`config.mk`:
```
export PLATFORM = sky130hd
export DESIGN_NAME = program_loader
export DESIGN_NICKNAME = d
export VERILOG_FILES = /design/src/rtl/program_loader.sv
export SDC_FILE = /design/constraint.sdc
export NUM_CORES = 1
export LEC_CHECK = 0
export BUFFER_PORTS_ARGS = -buffer_cell sky130_fd_sc_hd__buf_2
export CAP_MARGIN = 20
export CORE_ASPECT_RATIO = 1.25
export CORE_MARGIN = 2
export CORE_UTILIZATION = 54
export DETAILED_ROUTE_END_ITERATION = 12
export HOLD_SLACK_MARGIN = 0.02
export PLACE_DENSITY_LB_ADDON = 0.1
export SYNTH_ARGS = -nofsm -noshare
export SYNTH_HDL_FRONTEND = slang
export SYNTH_SLANG_ARGS = --single-unit
```
`constraint.sdc`:
```
create_clock -name clock -period 3.2 [get_ports clock]
set_input_delay 0.32 -clock clock [delete_from_list [all_inputs] [get_ports clock]]
set_output_delay 0.32 -clock clock [all_outputs]
set_load 0.01 [all_outputs]
```
`src/rtl/program_loader.sv`:
```
// program_loader
//   Receives a framed byte stream over a valid/ready handshake, writes the
//   payload into the 4096x8 program memory, verifies an 8-bit additive
//   checksum, then loads the program counter with the image start address
//   and releases the CPU from hold.
//
//   Frame: SYNC, ADDR_H, ADDR_L, LEN_H, LEN_L, N data bytes, CHK
//
// Ports
//   clock         system clock, rising edge
//   reset         asynchronous active-low reset
//   in_valid      in_data holds a byte
//   in_data       stream byte
//   in_ready      loader accepts a byte this cycle (low only in START)
//   mem_we        program memory write enable (one cycle per data byte)
//   mem_addr      program memory write address
//   mem_wdata     program memory write data
//   pc_load       one-cycle pulse loading the program counter
//   pc_load_data  start address loaded into the program counter
//   cpu_hold      gates the CPU counter enable while high
//   busy          frame in progress (not IDLE, not ERROR)
//   done          last frame loaded successfully
//   error         last frame rejected (sticky until next SYNC)
//
// state  | meaning
// IDLE   | waiting for SYNC, other bytes dropped
// S_AH   | expecting start address high nibble
// S_AL   | expecting start address low byte
// S_LH   | expecting length high nibble
// S_LL   | expecting length low byte, range check
// DATA   | writing payload bytes
// CHECK  | expecting checksum byte
// START  | pc_load pulse, input stalled
// ERROR  | frame rejected, waiting for SYNC

module program_loader #(
    parameter int          ADDR_W = 12,
    parameter int          DATA_W = 8,
    parameter logic [7:0]  SYNC   = 8'hA5
) (
    input  logic              clock,
    input  logic              reset,
    input  logic              in_valid,
    input  logic [DATA_W-1:0] in_data,
    output logic              in_ready,
    output logic              mem_we,
    output logic [ADDR_W-1:0] mem_addr,
    output logic [DATA_W-1:0] mem_wdata,
    output logic              pc_load,
    output logic [ADDR_W-1:0] pc_load_data,
    output logic              cpu_hold,
    output logic              busy,
    output logic              done,
    output logic              error
);

    localparam logic [3:0] IDLE  = 4'd0;
    localparam logic [3:0] S_AH  = 4'd1;
    localparam logic [3:0] S_AL  = 4'd2;
    localparam logic [3:0] S_LH  = 4'd3;
    localparam logic [3:0] S_LL  = 4'd4;
    localparam logic [3:0] DATA  = 4'd5;
    localparam logic [3:0] CHECK = 4'd6;
    localparam logic [3:0] START = 4'd7;
    localparam logic [3:0] ERROR = 4'd8;

    logic [3:0]        state_q, state_d;
    logic [ADDR_W-1:0] start_q, start_d;
    logic [3:0]        len_h_q, len_h_d;
    logic [ADDR_W-1:0] cnt_q, cnt_d;
    logic [ADDR_W-1:0] wr_addr_q, wr_addr_d;
    logic [DATA_W-1:0] acc_q, acc_d;
    logic              mem_we_q, mem_we_d;
    logic [ADDR_W-1:0] mem_addr_q, mem_addr_d;
    logic [DATA_W-1:0] mem_wdata_q, mem_wdata_d;
    logic              pc_load_q, pc_load_d;
    logic [ADDR_W-1:0] pc_load_data_q, pc_load_data_d;
    logic              cpu_hold_q, cpu_hold_d;
    logic              done_q, done_d;
    logic              error_q, error_d;

    logic              accept;
    logic [ADDR_W-1:0] len_n;
    logic [ADDR_W:0]   end_addr;
    logic [DATA_W-1:0] chk_sum;

    assign in_ready = (state_q != START);
    assign accept   = in_valid & in_ready;

    // Length as it would be once the low byte is taken in S_LL; end_addr is
    // one wider so that start + N == 4096 (last byte at 12'hFFF) is legal.
    assign len_n    = {len_h_q, in_data};
    assign end_addr = {1'b0, start_q} + {1'b0, len_n};
    assign chk_sum  = acc_q + in_data;

    always_comb begin
        state_d        = state_q;
        start_d        = start_q;
        len_h_d        = len_h_q;
        cnt_d          = cnt_q;
        wr_addr_d      = wr_addr_q;
        acc_d          = acc_q;
        mem_we_d       = 1'b0;
        mem_addr_d     = mem_addr_q;
        mem_wdata_d    = mem_wdata_q;
        pc_load_d      = 1'b0;
        pc_load_data_d = pc_load_data_q;
        cpu_hold_d     = cpu_hold_q;
        done_d         = done_q;
        error_d        = error_q;

        case (state_q)
            IDLE, ERROR: begin
                if (accept && in_data == SYNC) begin
                    state_d    = S_AH;
                    acc_d      = '0;
                    done_d     = 1'b0;
                    error_d    = 1'b0;
                    cpu_hold_d = 1'b1;
                end
            end
            S_AH: begin
                if (accept) begin
                    if (in_data[7:4] != 4'h0) begin
                        state_d = ERROR;
                        error_d = 1'b1;
                        done_d  = 1'b0;
                    end else begin
                        start_d[11:8] = in_data[3:0];
                        state_d       = S_AL;
                    end
                end
            end
            S_AL: begin
                if (accept) begin
                    start_d[7:0] = in_data;
                    state_d      = S_LH;
                end
            end
            S_LH: begin
                if (accept) begin
                    if (in_data[7:4] != 4'h0) begin
                        state_d = ERROR;
                        error_d = 1'b1;
                        done_d  = 1'b0;
                    end else begin
                        len_h_d = in_data[3:0];
                        state_d = S_LL;
                    end
                end
            end
            S_LL: begin
                if (accept) begin
                    if (len_n == '0 || end_addr > 13'h1000) begin
                        state_d = ERROR;
                        error_d = 1'b1;
                        done_d  = 1'b0;
                    end else begin
                        cnt_d     = len_n;
                        wr_addr_d = start_q;
                        state_d   = DATA;
                    end
                end
            end
            DATA: begin
                if (accept) begin
                    mem_we_d    = 1'b1;
                    mem_addr_d  = wr_addr_q;
                    mem_wdata_d = in_data;
                    wr_addr_d   = wr_addr_q + 1'b1;
                    acc_d       = chk_sum;
                    cnt_d       = cnt_q - 1'b1;
                    if (cnt_q == 12'd1) begin
                        state_d = CHECK;
                    end
                end
            end
            CHECK: begin
                if (accept) begin
                    if (chk_sum == 8'h00) begin
                        state_d        = START;
                        pc_load_d      = 1'b1;
                        pc_load_data_d = start_q;
                    end else begin
                        state_d = ERROR;
                        error_d = 1'b1;
                        done_d  = 1'b0;
                    end
                end
            end
            START: begin
                state_d    = IDLE;
                cpu_hold_d = 1'b0;
                done_d     = 1'b1;
            end
            default: begin
                state_d = IDLE;
            end
        endcase
    end

    always_ff @(posedge clock or negedge reset) begin
        if (!reset) begin
            state_q        <= IDLE;
            start_q        <= '0;
            len_h_q        <= '0;
            cnt_q          <= '0;
            wr_addr_q      <= '0;
            acc_q          <= '0;
            mem_we_q       <= 1'b0;
            mem_addr_q     <= '0;
            mem_wdata_q    <= '0;
            pc_load_q      <= 1'b0;
            pc_load_data_q <= '0;
            cpu_hold_q     <= 1'b1;
            done_q         <= 1'b0;
            error_q        <= 1'b0;
        end else begin
            state_q        <= state_d;
            start_q        <= start_d;
            len_h_q        <= len_h_d;
            cnt_q          <= cnt_d;
            wr_addr_q      <= wr_addr_d;
            acc_q          <= acc_d;
            mem_we_q       <= mem_we_d;
            mem_addr_q     <= mem_addr_d;
            mem_wdata_q    <= mem_wdata_d;
            pc_load_q      <= pc_load_d;
            pc_load_data_q <= pc_load_data_d;
            cpu_hold_q     <= cpu_hold_d;
            done_q         <= done_d;
            error_q        <= error_d;
        end
    end

    assign mem_we       = mem_we_q;
    assign mem_addr     = mem_addr_q;
    assign mem_wdata    = mem_wdata_q;
    assign pc_load      = pc_load_q;
    assign pc_load_data = pc_load_data_q;
    assign cpu_hold     = cpu_hold_q;
    assign done         = done_q;
    assign error        = error_q;
    assign busy         = (state_q != IDLE) && (state_q != ERROR);

endmodule

```
==> results by group <==
Routing
  • Final ANT Viol Nets: 0
  • Drt drc: 0
  • Mean routed wirelength per cell: a little under 20 µm
  • Violation count after the first detailed-route iteration: 373
  • Drt total wl: ~16 mm
  • Via Count: 4905
  • Iteration count of the initial detailed-routing pass: 5
  • Vias per std cell: between 6 and 7

Clocking
  • Total number of clock tree sinks: 89
  • TritonCTS Buffers: 9
  • TritonCTS clock tree: yes
  • Clock latency on the worst-skew pair: around 350 ps
  • Root buf cell: clkbuf_16
  • Reg clk slew, reported paths: roughly 70 ps
  • CTS Hold Bufs: 0
  • CTS H-tree depth: 3
  • CTS Buffer Depth: 2

Timing
  • Unrepaired setup endpoints after global routing: true
  • Final Hold Vio Count: 2
  • Final period util: 0.988
  • Worst hold slack: -0.543 ps
  • Worst-Margin Slew: 668 ps
  • Slew Viols, Final: 0
  • Slew HR: 0.555
  • Fin Setup TNS: 0 ps
  • Min Tclk post-route: 3160 ps
  • Final setup violating endpoints: 0
  • Setup Skew: 7.18 ps
  • Max Clock Freq: between 0.3 and 0.4 GHz

Die
  • I/O pin cnt: 50
  • Starting Density: 0.549
  • Die H: ~110 µm
  • Die Wd: just over 90 µm
  • Area of the core: 9560 µm²
  • Die Area: 10500 µm²
  • Num rows: 40

Final layout
  • Area growth, synth to finish: 20.7%
  • Share of layout cells above drive strength 1: 0.255
  • Final #Nets: about 700
  • ANT cells: 0
  • Finished Layout Cells: 792

Power and ir drop
  • Power Dens Cells: 389 nW/µm²
  • Maximum vdd ir drop: 0.000283 V
  • Tot Pwr: between 2 and 2.5 mW
  • Leak: 3.08 nW

Worst setup path
  • Critical Path End Type: flip-flop
  • Type of origin of the critical path: flip-flop
  • Worst EP arrival: between 3000 and 4000 ps
  • Worst Path Required: approximately 3400 ps
  • WS Path Type: flip-flop to flip-flop
  • Worst Path Max Fanout: 3

Synthesis
  • Synth top area share: 0.419
  • Number of flops mapped to enable cells by yosys: 0
  • Yosys warns: 0
  • Post-synthesis sequential area ratio: 0.424
  • Asr flop ratio synth: 1.00
  • Synth area leaders: dfrtp_1, nand2_1, mux2_2, ha_1, o21ai_0
  • Count leader, synth: nand2_1
  • Mapped Cells: around 570
  • Syn_area_per_cell: a little over 9 µm²
  • Predominant post-synthesis flop cell: dfrtp_1
  • Post-synthesis cell type count: 65
  • Synthesized Nets: around 600
  • Synthesis-stage register bit count: just under 90
  • Top cells by count, synth: nand2_1, dfrtp_1, o21ai_0, nor2_1, a21oi_1
  • Cell taking the most area after synthesis: dfrtp_1
  • Syn Std Cell Area: about 5300 µm²

GRT
  • GRT Total Usage: 0.310
  • Grt total ovfl: 0
  • First-pass GRT wire length: around 25 mm
  • Antenna violations before repair: 0
  • Pin count of the biggest net entering global routing: 51
  • Vias in the first global route: approximately 4900

Place
  • IO buf count: 49
  • GPL Wtd Cong: approximately 0.89
  • HPWL after DPL: 11.4 mm
  • Placed instance count: around 770

Run status
  • Status: complete, but fails checks
  • Failing checks: negative hold slack

Min path
  • HP Class: input pin to async pin

Run
  • Total of max-cap violations: 0
[worst paths after layout]
path,slack [ps],depth (start not counted),start,endpoint
max,40,10,start_q[0],wr_addr_q[1]
max in group asynchronous,2410,2,reset,cpu_hold
min,-0.5,1,reset,cnt_q[6]
min reg2reg,470,2,mem_addr[2],mem_addr[2]
max reg2reg,40,10,start_q[0],wr_addr_q[1]
min in group clock,320,2,in_data[1],start_q[1]
[layer usage]
metal / vias to the layer above / GRT usage / wire (µm)
met2: 209 / 0.527 / 7720
met3: 43 / 0.0434 / 872
met4: 0 / 0.137 / 556
li1: 2282 / - / -
met1: 2371 / 0.394 / 6360
met5: - / 0 / 0
[power by group]
group          total [mW]  switching [mW]  leakage, nW  internal, mW
Combinational       0.290           0.170         1.74         0.121
Clock               0.999           0.468        0.128         0.531
Sequential           1.18          0.0288         1.21          1.15
[per-stage QoR]
stage / instance area (µm²) / worst slack [ps] / utilization
4_1_cts: 6260 / 6.19 / 0.655
3_3_place_gp: 5970 / -165 / 0.624
2_1_floorplan: 5250 / 0.256 / -
3_5_place_dp: 5970 / -293 / 0.624
6_report: 6340 / 39.6 / 0.663
5_1_grt: 6340 / -84.7 / 0.663
[critical path, cell delays in order, from the launching register on]
cell and delay [ps]:
dfrtp_1 380, ha_2 200, fa_2 380, a211oi_4 320, o41ai_2 120, a2111oi_2 290, nor4b_4 300, o211ai_2 160
a211o_4 390, a21oi_4 170, mux2_2 340
[cells in the final DEF (no fill, tap or decap), drive strengths merged, types with 4 or more instances in the layout]
cell	Yosys	layout
nand4	7	7
o41ai	5	5
nor2	32	32
a21o	5	5
a41oi	4	4
and3	7	7
and2	6	6
xnor2	6	6
buf	3	103
nand3	23	23
o31ai	5	5
clkbuf	21	9
mux2	27	27
o21ai	35	35
a32o	6	6
o22ai	16	16
nor3	11	11
dfrtp	88	88
ha	22	22
xor2	4	4
or3	5	5
a22oi	4	4
a31oi	5	5
o211ai	5	5
nand2	106	106
a21oi	32	32
inv	17	19
nor4	10	10
nand2b	6	6
nor3b	6	6
a211oi	5	5
[cell families (layout without fill, tap and decap cells)]
kind of cell	Yosys count	count (layout)	synth area share
AND/OR/NAND/NOR	230	230	0.211
AO/OA/AOI/OAI	149	149	0.194
flip-flops	89	89	0.424
buffers and inverters	41	136	0.0343
multiplexers	28	28	0.0598
adder cells (fa/ha/maj)	24	24	0.0600
XOR/XNOR	10	10	0.0167
[sequential cells by signal, indices dropped and copies added, names as in the netlist, 8 cells and up]
signal / count
acc_q: 8
cnt_q: 12
mem_addr: 12
mem_wdata: 8
pc_load_data: 12
start_q: 12
wr_addr_q: 12
[cell type report]
cell class / count / area [µm²]
Multi-Input combinational cell: 441 / 2910
Clock buffer: 9 / 225
Clock inverter: 7 / 53.8
Sequential cell: 89 / 2230
Fill cell: 786 / 3220
Tap cell: 126 / 158
Timing Repair Buffer: 103 / 694
Inverter: 17 / 63.8
[what timing repair did]
| action | in CTS | in global routing |
|---|---|---|
| pin swaps | 1 | 3 |
| endpoints found under the setup margin | 25 | 27 |
| setup buffers | 1 | 1 |
| resized for setup | 2 | 13 |
Note: power is estimated with default switching activity, not from simulation.
